File: src/rtl/iob_wb_arbiter_pkg.sv
// iob_wb_arbiter_pkg: shared FSM state encoding for the IOb-to-Wishbone arbiter.
package iob_wb_arbiter_pkg;
  typedef enum logic [1:0] {IDLE = 2'd0, BUS = 2'd1, RESP = 2'd2} state_t;
endpackage

File: src/rtl/iob_wb_arbiter_rr.sv
// iob_wb_arbiter_rr: combinational round-robin grant with a registered last-grant pointer.
module iob_wb_arbiter_rr
  import iob_wb_arbiter_pkg::*;
#(
  parameter int N = 2,
  localparam int IW = $clog2(N)
) (
  input  logic          clk,
  input  logic          arst_n,
  input  logic [N-1:0]  valid,
  input  logic          en,
  output logic [IW-1:0] grant
);
  logic [IW-1:0] ptr;
  // Scan farthest-first so the nearest valid after ptr overwrites the rest.
  always_comb begin
    grant = ptr;
    for (int i = N; i >= 1; i--)
      if (valid[(int'(ptr) + i) % N]) grant = IW'((int'(ptr) + i) % N);
  end
  always_ff @(posedge clk or negedge arst_n)
    if (!arst_n) ptr <= IW'(N - 1);
    else if (en) ptr <= grant;
endmodule

File: src/rtl/iob_wb_arbiter.sv
// iob_wb_arbiter: round-robin share of one Wishbone classic master among N_REQ IOb requesters.
// Define WB_ARB_TIMEOUT_EN to end a BUS cycle in error after a TIMEOUT_W-bit count expires.
module iob_wb_arbiter
  import iob_wb_arbiter_pkg::*;
#(
  parameter int N_REQ = 2,
  parameter int ADDR_W = 32,
  parameter int DATA_W = 32,
  parameter int TIMEOUT_W = 8
) (
  input  logic                      clk_i,
  input  logic                      arst_n_i,
  input  logic [N_REQ-1:0]          req_valid_i,
  input  logic [N_REQ*ADDR_W-1:0]   req_addr_i,
  input  logic [N_REQ*DATA_W-1:0]   req_wdata_i,
  input  logic [N_REQ*DATA_W/8-1:0] req_wstrb_i,
  output logic [DATA_W-1:0]         req_rdata_o,
  output logic [N_REQ-1:0]          req_ready_o,
  output logic [N_REQ-1:0]          req_err_o,
  output logic [ADDR_W-1:0]         wb_addr_o,
  output logic [DATA_W-1:0]         wb_data_o,
  output logic [DATA_W/8-1:0]       wb_select_o,
  output logic                      wb_we_o,
  output logic                      wb_cyc_o,
  output logic                      wb_stb_o,
  input  logic                      wb_ack_i,
  input  logic                      wb_error_i,
  input  logic [DATA_W-1:0]         wb_data_i
);
  localparam int SW = DATA_W / 8;
  localparam int IW = $clog2(N_REQ);
  state_t state, state_nxt;
  logic [IW-1:0] gnt, gnt_q;
  logic [SW-1:0] strb;
  logic [DATA_W-1:0] rdata_q;
  logic err_q, en, tmo;
  assign en = state == IDLE && |req_valid_i;
  assign strb = req_wstrb_i[int'(gnt)*SW +: SW];
  iob_wb_arbiter_rr #(.N(N_REQ)) u_rr (
    .clk(clk_i), .arst_n(arst_n_i), .valid(req_valid_i), .en(en), .grant(gnt)
  );
`ifdef WB_ARB_TIMEOUT_EN
  logic [TIMEOUT_W-1:0] cnt, cnt_inc;
  assign cnt_inc = cnt + 1'b1;
  assign tmo = &cnt_inc;
  always_ff @(posedge clk_i or negedge arst_n_i)
    if (!arst_n_i) cnt <= '0;
    else cnt <= state == BUS ? cnt_inc : '0;
`else
  assign tmo = TIMEOUT_W == 0;
`endif
  always_comb
    state_nxt = state == IDLE ? (|req_valid_i ? BUS : IDLE) :
                state == BUS  ? (wb_error_i || wb_ack_i || tmo ? RESP : BUS) : IDLE;
  always_ff @(posedge clk_i or negedge arst_n_i)
    if (!arst_n_i) state <= IDLE;
    else state <= state_nxt;
  // Response capture runs every BUS cycle; only the terminating cycle's value survives into RESP.
  always_ff @(posedge clk_i or negedge arst_n_i)
    if (!arst_n_i) begin
      gnt_q <= '0;
      wb_addr_o <= '0;
      wb_data_o <= '0;
      wb_select_o <= '0;
      wb_we_o <= 1'b0;
      rdata_q <= '0;
      err_q <= 1'b0;
    end else if (en) begin
      gnt_q <= gnt;
      wb_addr_o <= req_addr_i[int'(gnt)*ADDR_W +: ADDR_W];
      wb_data_o <= req_wdata_i[int'(gnt)*DATA_W +: DATA_W];
      wb_select_o <= |strb ? strb : '1;
      wb_we_o <= |strb;
    end else if (state == BUS) begin
      rdata_q <= wb_ack_i && !wb_error_i ? wb_data_i : '0;
      err_q <= wb_error_i || !wb_ack_i;
    end
  assign wb_cyc_o = state == BUS;
  assign wb_stb_o = state == BUS;
  assign req_ready_o = state == RESP ? N_REQ'(1) << gnt_q : '0;
  assign req_err_o = err_q ? req_ready_o : '0;
  assign req_rdata_o = state == RESP ? rdata_q : '0;
endmodule
File: config.mk
export PLATFORM = sky130hd
export DESIGN_NAME = iob_wb_arbiter
export DESIGN_NICKNAME = d
export VERILOG_FILES = /design/src/rtl/iob_wb_arbiter_pkg.sv /design/src/rtl/iob_wb_arbiter_rr.sv /design/src/rtl/iob_wb_arbiter.sv
export SDC_FILE = /design/constraint.sdc
export NUM_CORES = 1
export LEC_CHECK = 0
export ABC_AREA = 1
export CORE_ASPECT_RATIO = 0.6
export CORE_MARGIN = 2
export CORE_UTILIZATION = 39
export DETAILED_ROUTE_END_ITERATION = 16
export MAX_ROUTING_LAYER = met4
export PLACE_DENSITY_LB_ADDON = 0.25
export RECOVER_POWER = 50
export SYNTH_ARGS = -nofsm -noshare
export SYNTH_HDL_FRONTEND = slang
export SYNTH_HIERARCHICAL = 1
export SYNTH_SLANG_ARGS = --single-unit
File: constraint.sdc
create_clock -name clk_i -period 1.7 [get_ports clk_i]
set_input_delay 0.17 -clock clk_i [delete_from_list [all_inputs] [get_ports clk_i]]
set_output_delay 0.17 -clock clk_i [all_outputs]
set_load 0.03 [all_outputs]
# After elaboration in Yosys (flattened, before gate mapping)
# Cells that the tools add are included.
# W data, S select, Z words.
[totals]
ff_bits = 106
inputBits = 174
output_inout_bits = 107
elab_cells = 49
[op_classes]
add_sub_neg = 2
order_cmp = 2
eq_ne = 2
shifts = 4
muxes = 17
bitwise = 3
reduce_logical = 10
[op_table]
columns = ["cell", "count"]
rows = [
  ["$shiftx A64 B7 Y32", 2],
  ["$mux W32", 2],
  ["$mux W2", 5],
  ["$mux W1", 9],
  ["$shiftx A8 B4 Y4", 1],
  ["$lt A2 B3 Y1 const B", 2],
  ["$mux W4", 1],
  ["$reduce_or A4 Y1", 1],
  ["$add A1 B1 Y1 const B", 2],
  ["$and A1 B1 Y1 const A", 2],
  ["$eq A2 B1 Y1 const B", 1],
  ["$eq A2 B2 Y1 const B", 1],
  ["$logic_and A1 B1 Y1", 2],
  ["$logic_not A1 Y1", 2],
  ["$logic_not A2 Y1", 1],
  ["$logic_or A1 B1 Y1", 2],
  ["$reduce_and A2 Y1", 1],
  ["$reduce_or A2 Y1", 1],
  ["$shl A1 B1 Y2 const A", 1],
  ["$not A1 Y1", 1],
]

# Depth between registers and ports, before layout
# Gate-level depths: netlist of run 1.
[logic_depth]
depth_word = 10
ltp_mapped = 11
ltp_nobuf = 10

# By module
# The synthesis of run 1 kept the hierarchy.
[by_module_without_submodules]
columns = ["module", "instances", "cells_each", "area_per_inst_um2", "seq_area_each_um2"]
rows = [
  ["iob_wb_arbiter", 1, 589, 4916.0, 2627.5],
  ["iob_wb_arbiter_rr", 1, 9, 63.8, 26.3],
]

# Worst setup path before layout of run 1
# Ideal clock, no wire load.
[synth_timing]
path_kind = "register to register"
start = "reg u_rr.ptr"
end = "reg wb_data_o[24]"
setup_time_ns = 0.132
arrival_ns = 1.371
required_ns = 1.568
setup_slack_ns = 0.197
path_stages_with_launch = 8
path_buffers = 2
synth_period_minus_slack_ns = 1.503
cell_sequence = "dfstp_2 o21a_1 inv_2 buf_6 buf_6 or2_0 o21ai_0 o21ai_0"
[synth_between]
elab_chain_cells = 7
word_cells_on_any_way = 11
classes_between = "2 x add/sub; 1 x shift; 8 x mux"
[synth_lines]
columns = ["element", "line_no", "source"]
rows = [
  ["start, declared", "iob_wb_arbiter_rr.sv:14", "logic [IW-1:0] ptr;"],
  ["start signal, assigned", "iob_wb_arbiter_rr.sv:22", "if (!arst_n) ptr <= IW'(N - 1);"],
  ["start signal, assigned", "iob_wb_arbiter_rr.sv:23", "else if (en) ptr <= grant;"],
  ["$add A1 B1 Y1", "iob_wb_arbiter_rr.sv:19", "if (valid[(int'(ptr) + i) % N]) grant = IW'((int'(ptr) + i) % N);"],
  ["$mux W1 (not written as such) (3 in series)", "iob_wb_arbiter_rr.sv:19", ""],
  ["$mux W1", "iob_wb_arbiter_rr.sv:19", ""],
  ["$mux W1 *", "iob_wb_arbiter_rr.sv:19", ""],
  ["named net gnt", "iob_wb_arbiter.sv:33", "logic [IW-1:0] gnt, gnt_q;"],
  ["$shiftx A64 B7 Y32 *", "iob_wb_arbiter.sv:71", "wb_data_o <= req_wdata_i[int'(gnt)*DATA_W +: DATA_W];"],
  ["end signal, assigned", "iob_wb_arbiter.sv:71", ""],
  ["end, declared", "iob_wb_arbiter.sv:21", "output logic [DATA_W-1:0] wb_data_o,"],
]
# The timed path passes the listed nets; every way through them passes the cells marked *. The select of a mux whose other input is x is not followed.
# A chain may end at the register's enable or synchronous reset.

# Worst setup path after layout of run 1
[layout_timing]
start = "reg u_rr.ptr"
end = "reg wb_addr_o[0]"
[layout_between]
elab_chain_cells = 7
word_cells_on_any_way = 11
classes_between = "2 x add/sub; 1 x shift; 8 x mux"
[layout_lines]
columns = ["element", "line_no", "source"]
rows = [
  ["$add A1 B1 Y1", "iob_wb_arbiter_rr.sv:19", ""],
  ["$mux W1 (not written as such) (3 in series)", "iob_wb_arbiter_rr.sv:19", ""],
  ["$mux W1", "iob_wb_arbiter_rr.sv:19", ""],
  ["$mux W1 *", "iob_wb_arbiter_rr.sv:19", ""],
  ["named net gnt", "iob_wb_arbiter.sv:33", ""],
  ["$shiftx A64 B7 Y32 *", "iob_wb_arbiter.sv:70", "wb_addr_o <= req_addr_i[int'(gnt)*ADDR_W +: ADDR_W];"],
  ["end signal, assigned", "iob_wb_arbiter.sv:70", ""],
  ["end, declared", "iob_wb_arbiter.sv:20", "output logic [ADDR_W-1:0] wb_addr_o,"],
]
# Marked as above.

==> results of run 1 <==
[kinds of logic (layout without fill, tap and decap cells)]
| kind of cell | count (synthesis) | count (layout) | share of synthesized area, % |
|---|---|---|---|
| flops | 106 | 106 | 53.3 |
| compound gates | 165 | 165 | 16.7 |
| buf+inv | 85 | 364 | 8.32 |
| simple gates | 242 | 242 | 21.7 |
[routing by layer]
metal	track usage, %	vias up	part of all wire, %
met1	27.3	2321	41
met2	39.6	175	50
met4	6.76	0	2.3
met5	-	-	0
li1	-	2454	-
met3	5.18	27	6.4
[flip-flops by register name (all words and copies together) (netlist names)]
name / count
err_q: 1
wb_addr_o: 32
wb_we_o: 1
rdata_q: 32
wb_data_o: 32
wb_select_o: 4
state: 2
gnt_q: 1
u_rr/ptr: 1
[how the worst min path moves through the flow]
| stage | from | to | slack [ns] | cells after the start |
|---|---|---|---|---|
| 3_5_place_dp | arst_n_i | wb_addr_o[10] | 0.16 | 1 |
| 5_1_grt | wb_data_i[4] | rdata_q[4] | 0.40 | 3 |
| 6_report | wb_data_i[22] | rdata_q[22] | 0.40 | 3 |
| 2_1_floorplan | arst_n_i | err_q | -0.13 | 0 |
| 4_1_cts | arst_n_i | wb_addr_o[10] | 0.33 | 2 |
| 3_3_place_gp | arst_n_i | wb_addr_o[24] | 0.14 | 1 |
[Yosys cell counts]
cell type  number  share of area, %
nand3_1         2              0.20
nor3_1          2              0.20
or2_0          21               2.6
clkbuf_1       19               1.4
dfstp_2         1              0.53
nor2_1         39               2.9
buf_2           8              0.80
nand2_1       133                10
o21ai_1        56               5.6
a21oi_1         1              0.10
or2_2          44               5.5
inv_1          43               3.2
o31ai_1         1              0.15
dfrtp_1       105                53
o21ai_0       105                11
inv_4           1              0.13
nor2_2          1              0.13
o21a_1          2              0.30
inv_2           2              0.15
buf_4           2              0.30
buf_6          10               2.3
[critical path: cells and delay by family, from the launching register on]
kind | cells | cell delay, ns
buf+inv | 2 | 0.40
flops | 1 | 0.55
compound gates | 3 | 0.48
simple gates | 1 | 0.07
[what timing repair did]
item,CTS,global route
hold endpoints to repair,32,0
setup endpoints to repair,0,18
hold buffers,1,0
gates resized for setup,0,7
[power by group]
part           switching (W)  internal (W)
sequential          0.000571       0.00373
combinational        0.00472       0.00327
clock               0.000885      0.000996
[metrics by stage]
step           instance area (um2)  TNS [ns]  setup WS (ns)  util, %  power [W]
3_3_place_gp                  7910   -0.0430        -0.0271     64.5     0.0121
3_5_place_dp                  7910    -0.470        -0.0850     64.5     0.0123
5_1_grt                       8190  -0.00527       -0.00527     66.8     0.0152
2_1_floorplan                 4980         0          0.197        -    0.00906
4_1_cts                       8190         0         0.0304     66.8     0.0143
6_report                      8190         0         0.0661     66.8     0.0142
[placed cells by master, fill, tap and decap left out, drive strengths merged]
cell type	n
clkdlybuf4s50	240
o21ai	161
nand2	133
dfrtp	105
or2	65
buf	59
inv	46
nor2	40
clkbuf	13
nor3	2
nand3	2
clkinvlp	2
dlygate4sd3	2
o21a	2
clkinv	2
o31ai	1
a21oi	1
dfstp	1
[cell type report]
cell class                 instances  area, um2
fill                             984       4060
timing repair buffer             302       2970
sequential                       106       2650
multi-input combinational        407       1920
clock buffer                      12        236
tap                              165        206
inverter                          46        175
clock inverter                     4       28.8
==> results.md, run 1 <==
* Result of the run: completed
* Skew final at 0.00560 ns
* Vias in the first global route at 5054
* Arr. time, crit path at 1.84 ns
* Post-CTS Setup Inserts at 0
* Critical path launch point type: register
* Detailed Place HPWL at 11800 um
* I/O pin count at 281
* Setup crit end kind: register
* Critical path, cell by cell: nand2_1 -> o21a_2 -> buf_4 -> buf_4 -> o21ai_0 -> o21ai_0
* Final routed DRC violation total at 0
* Die W at 150 um
* Largest net degree at the start of global routing at 48
* Syn avg cell area at 8.33 um2
* Slew headroom at 41.8%
* Tmin final at 1.63 ns
* Cells after Synth at 598
* Vias/cell at approximately 4.8
* CTS max path bufs at 2
* Final worst path period share at a little over nine tenths
* Worst reg2reg endpoint: wb_addr_o[0]
* DR iter-0 viols at 181
* Drt pass-1 iters at 4
* Seq cells post-synth at between 100 and 150
* Final wirelength at 15300 um
* Layout area overhead at 64.5%
* Max Freq at 612 MHz
* Worst path slowest cell: dfstp_2
* Worst R2R Path Depth at 6
* Total congestion overflow at 0
* Crit path kind: reg -> reg
* Max Slew Vio Count at 0
* Diodes inserted at 0
* CP startpoint: u_rr/ptr
* Least-Margin Pin Slew at 0.873 ns
* Clock sink count at 106
* IR Drop Worst-Case VDD at 1040 uV
* Crit-path max FO at 19
* Syn. warnings at 6
* Static leakage at 3.57 nW
* Via Count at 4977
* RR Startpoint: u_rr/ptr
* Core Region at roughly 12000 um2
* Post-synthesis sequential area ratio at a little over half
* Max_cap viols at 0
* Routability congestion estimate at 0.830
* Starting density of the core at 40.6%
* Total power per unit cell area at 1730 nW/um2
* First-pass GRT wire length at 24500 um
* IO Port Bufs at 280
* WP data required at 1.91 ns
* Worst-skew pair later-pin latency at 0.33 ns
* Setup violators final at 0
* Htree depth at 3
* Post-DRT Antenna Nets at 0
* TritonCTS Buffers at 9
* Yosys cell types at 21
* Synth Net Count at 772
* Final cell count without fillers at between 1000 and 1500
* CTS clock-pin slew for the worst setup and hold paths at 0.07 ns
* Post-placement cell count at roughly 1000
* R2r setup slk at 0.07 ns
* Die area at 13700 um2
* Tot GR Track Use at 23.1%
* Initial antenna violation count at 0
* Hold Slack at 0.400 ns
* Worst min-delay path class: in -> reg
* Crit path capture: wb_addr_o[0]
* Layout cells sized above 1 at 14.3%
* TritonCTS clock tree: built
* Critical path's largest stage delay at 0.55 ns
* Routed len/inst at 14.7 um
* Hold Vio Cnt, Final at 0
* Synthesized area at approximately 5000 um2
* Die span in y at 91.5 um
* CTS root buf: clkbuf_16
* Std cell rows at 31
* Final nets at 1046
Note: power is estimated with default switching activity, not from simulation.
==> run 2: changes to the inputs <==
Settings changed: CORE_UTILIZATION 39 to 42.
Clock period 1.7 ns to 2.1 ns, I/O delays scaled along.
==> run 2 against run 1 <==
Net effect:
- global-route usage rose by 0.45 points
- total power fell by 20%
- design area fell by 1.5%
- clock skew rose by 0.0018 ns
- non-clock buffer count fell by 7
- via count fell by 0.80%
- count of clock-buffer cells in the layout fell by 1
- register-to-register slack improved by 0.21 ns
- wire length fell by 2.9%
- clock power fell by 16%
- sequential share of layout area rose by 0.48 points
- final cell count fell by 1.2%
==> results.md, run 2 (same netlist as run 1, synthesis figures left out) <==
* Worst Path Buf+Inv at 3 (was 2)
* Post-placement cell count at 1013 (was 1025)
* Max Slew Vio Count at 0 (unchanged)
* RR Startpoint: u_rr/ptr (unchanged)
* Arr. time, crit path at 1.71 ns (was 1.84 ns)
* I/O pin count at 281 (unchanged)
* Layout cells sized above 1 at 13.0% (was 14.3%)
* Slew headroom at 20.4% (was 41.8%)
* Setup crit end kind: output port (was register)
* Worst min-delay path class: in -> reg (unchanged)
* R2r setup slk at 0.28 ns (was 0.07 ns)
* Critical path launch point type: register (unchanged)
* IO Port Bufs at 280 (unchanged)
* Max Freq at 521 MHz
* Starting density of the core at 43.6% (was 40.6%)
* TritonCTS Buffers at 9 (unchanged)
* Vias in the first global route at 4942 (was 5054)
* Routability congestion estimate at 0.861 (was 0.830)
* Die span in y at 88.3 um (was 91.5 um)
* Setup Slack @ Placement at 0.263 ns (was -0.0850 ns)
* Layout area overhead at 62.1% (was 64.5%)
* Crit-path max FO at 18 (was 19)
* CP top delay family: buffers and inverters (was flip-flops)
* Die W at 145 um (was 150 um)
* Critical path's largest stage delay at 0.39 ns (was 0.55 ns)
* Final nets at 1039 (was 1046)
* Worst R2R Path Depth at 7 (was 6)
* Max_cap viols at 0 (unchanged)
* Hold Startpoint: wb_data_i[23] (was wb_data_i[22])
* PnR worst setup slack at 0.182 ns (was 0.0661 ns)
* RSZ-0062 raised after global routing: no
* Regs by FF count: rdata_q (32), wb_addr_o (32), wb_data_o (32) (unchanged)
* Crit path kind: reg -> out (was reg -> reg)
* Worst-skew pair later-pin latency at 0.33 ns (about the same)
* CTS root buf: clkbuf_16 (unchanged)
* IR Drop Worst-Case VDD at 717 uV (was 1040 uV)
* Setup TNS at 0 ns (unchanged)
* Static leakage at 3.53 nW (was 3.57 nW)
* Total congestion overflow at 0 (unchanged)
* Worst reg2reg endpoint: wb_addr_o[2] (was wb_addr_o[0])
* Crit-path most repeated cell: buf_4
* Final worst path period share at 91.3%
* CP startpoint: state[0] (was u_rr/ptr)
* Diodes inserted at 0 (unchanged)
* Final routed DRC violation total at 0 (unchanged)
* DR iter-0 viols at 137 (was 181)
* Via Count at 4937 (was 4977)
* Routed len/inst at 14.4 um (was 14.7 um)
* Final wirelength at 14900 um (was 15300 um)
* Initial antenna violation count at 0 (unchanged)
* Post-DRT Antenna Nets at 0 (unchanged)
* Drt pass-1 iters at 4 (unchanged)
* Vias/cell at 4.79 (was 4.78)
* Most common cell after layout, fill and taps aside: clkdlybuf4s50_1 (unchanged)
* Hold Vio Cnt, Final at 0 (unchanged)
* Worst path depth at 5 (was 6)
* CTS clock-pin slew for the worst setup and hold paths at 0.07 ns (about the same)
* Core Region at 11400 um2 (was 12300 um2)
* Result of the run: completed (unchanged)
* Resize count post-CTS at 0 (unchanged)
* Tot GR Track Use at 23.5% (was 23.1%)
* Setup violators final at 0 (unchanged)
* WP data required at 1.89 ns (was 1.91 ns)
* Skew final at 0.00737 ns (was 0.00560 ns)
* Clock sink count at 106 (unchanged)
* Detailed Place HPWL at 11500 um (was 11800 um)
* Std cell rows at 30 (was 31)
* TritonCTS clock tree: built (unchanged)
* Total power per unit cell area at 1400 nW/um2 (was 1730 nW/um2)
* Die area at 12800 um2 (was 13700 um2)
* Final cell count without fillers at 1030 (was 1042)
* Largest net degree at the start of global routing at 63 (was 48)
* CTS max path bufs at 2 (unchanged)
* Htree depth at 3 (unchanged)
* Worst hold path depth at 3 (unchanged)
* Most frequent cells in the layout: clkdlybuf4s50_1 (236), nand2_1 (133), o21ai_0 (112) (was clkdlybuf4s50_1 (240), nand2_1 (132), dfrtp_1 (105))
* First-pass GRT wire length at 22900 um (was 24500 um)
* Worst path slowest cell: dfrtp_1 (was dfstp_2)
* Crit path capture: req_rdata_o[17] (was wb_addr_o[0])
* Critical path, cell by cell: inv_1 -> nand2_1 -> buf_4 -> nor2_1 -> buf_4 (was nand2_1 -> o21a_2 -> buf_4 -> buf_4 -> o21ai_0 -> o21ai_0)
* Least-Margin Pin Slew at 1.19 ns (was 0.873 ns)
* Tmin final at around 1.9 ns
* Post-CTS Setup Inserts at 0 (unchanged)
==> run 2: cell types whose count changed in the layout (fill, tap and decap cells not counted), moves of 4 or more <==
cell	change
dlygate4sd3_1	+4
clkbuf_2	+4
buf_4	-7
o21ai_1	-11
o21ai_0	+11
buf_12	-4
clkdlybuf4s50_1	-4
==> run 2: metal layers <==
metal  vias up  routed length (um)  GRT usage (%)
met2       178                7410           41.6
met3        31                1050           4.98
met4         0                 403           8.12
li1       2434                   -              -
met5         -                   0              -
met1      2294                6020           26.9
==> run 2: worst min-delay path, delay by kind of cell <==
family / cells / cell delay [ns]
AND/OR/NAND/NOR: 1 / 0.06
buffers and inverters: 1 / 0.39
AO/OA/AOI/OAI: 1 / 0.07
==> run 2: area by class of cell <==
cell class                      instances  area (um2)
Sequential cell                       106        2650
Timing Repair Buffer                  295        2850
Clock inverter                          5        37.5
Multi-Input combinational cell        407        1910
Fill cell                             901        3340
Tap cell                              160         200
Inverter                               46         175
Clock buffer                           11         243
==> run 2: repair_timing <==
item / CTS / global route
endpoints found under the setup margin: 0 / 0
hold endpoints to repair: 45 / 0
hold buffers: 1 / 0
==> run 2: worst min-delay path by stage <==
stage                         end
floorplan                   err_q
global placement    wb_addr_o[26]
detailed placement  wb_addr_o[28]
CTS                   rdata_q[23]
global route          rdata_q[23]
finish                rdata_q[23]
==> run 2: power by group <==
part / switching, W / internal (W)
sequential: 0.000462 / 0.00302
combinational: 0.00380 / 0.00246
clock: 0.000732 / 0.000844
total: 0.00499 / 0.00632
==> run 2: metrics by stage <==
step	utilization, %	hold WS [ns]	area (um2)	total power [W]
2_1_floorplan	-	-0.0856	4980	0.00734
3_3_place_gp	68.4	0.262	7800	0.00968
3_5_place_dp	68.4	0.270	7800	0.00988
4_1_cts	70.9	0.425	8090	0.0115
5_1_grt	70.8	0.438	8070	0.0121
6_report	70.8	0.441	8070	0.0113
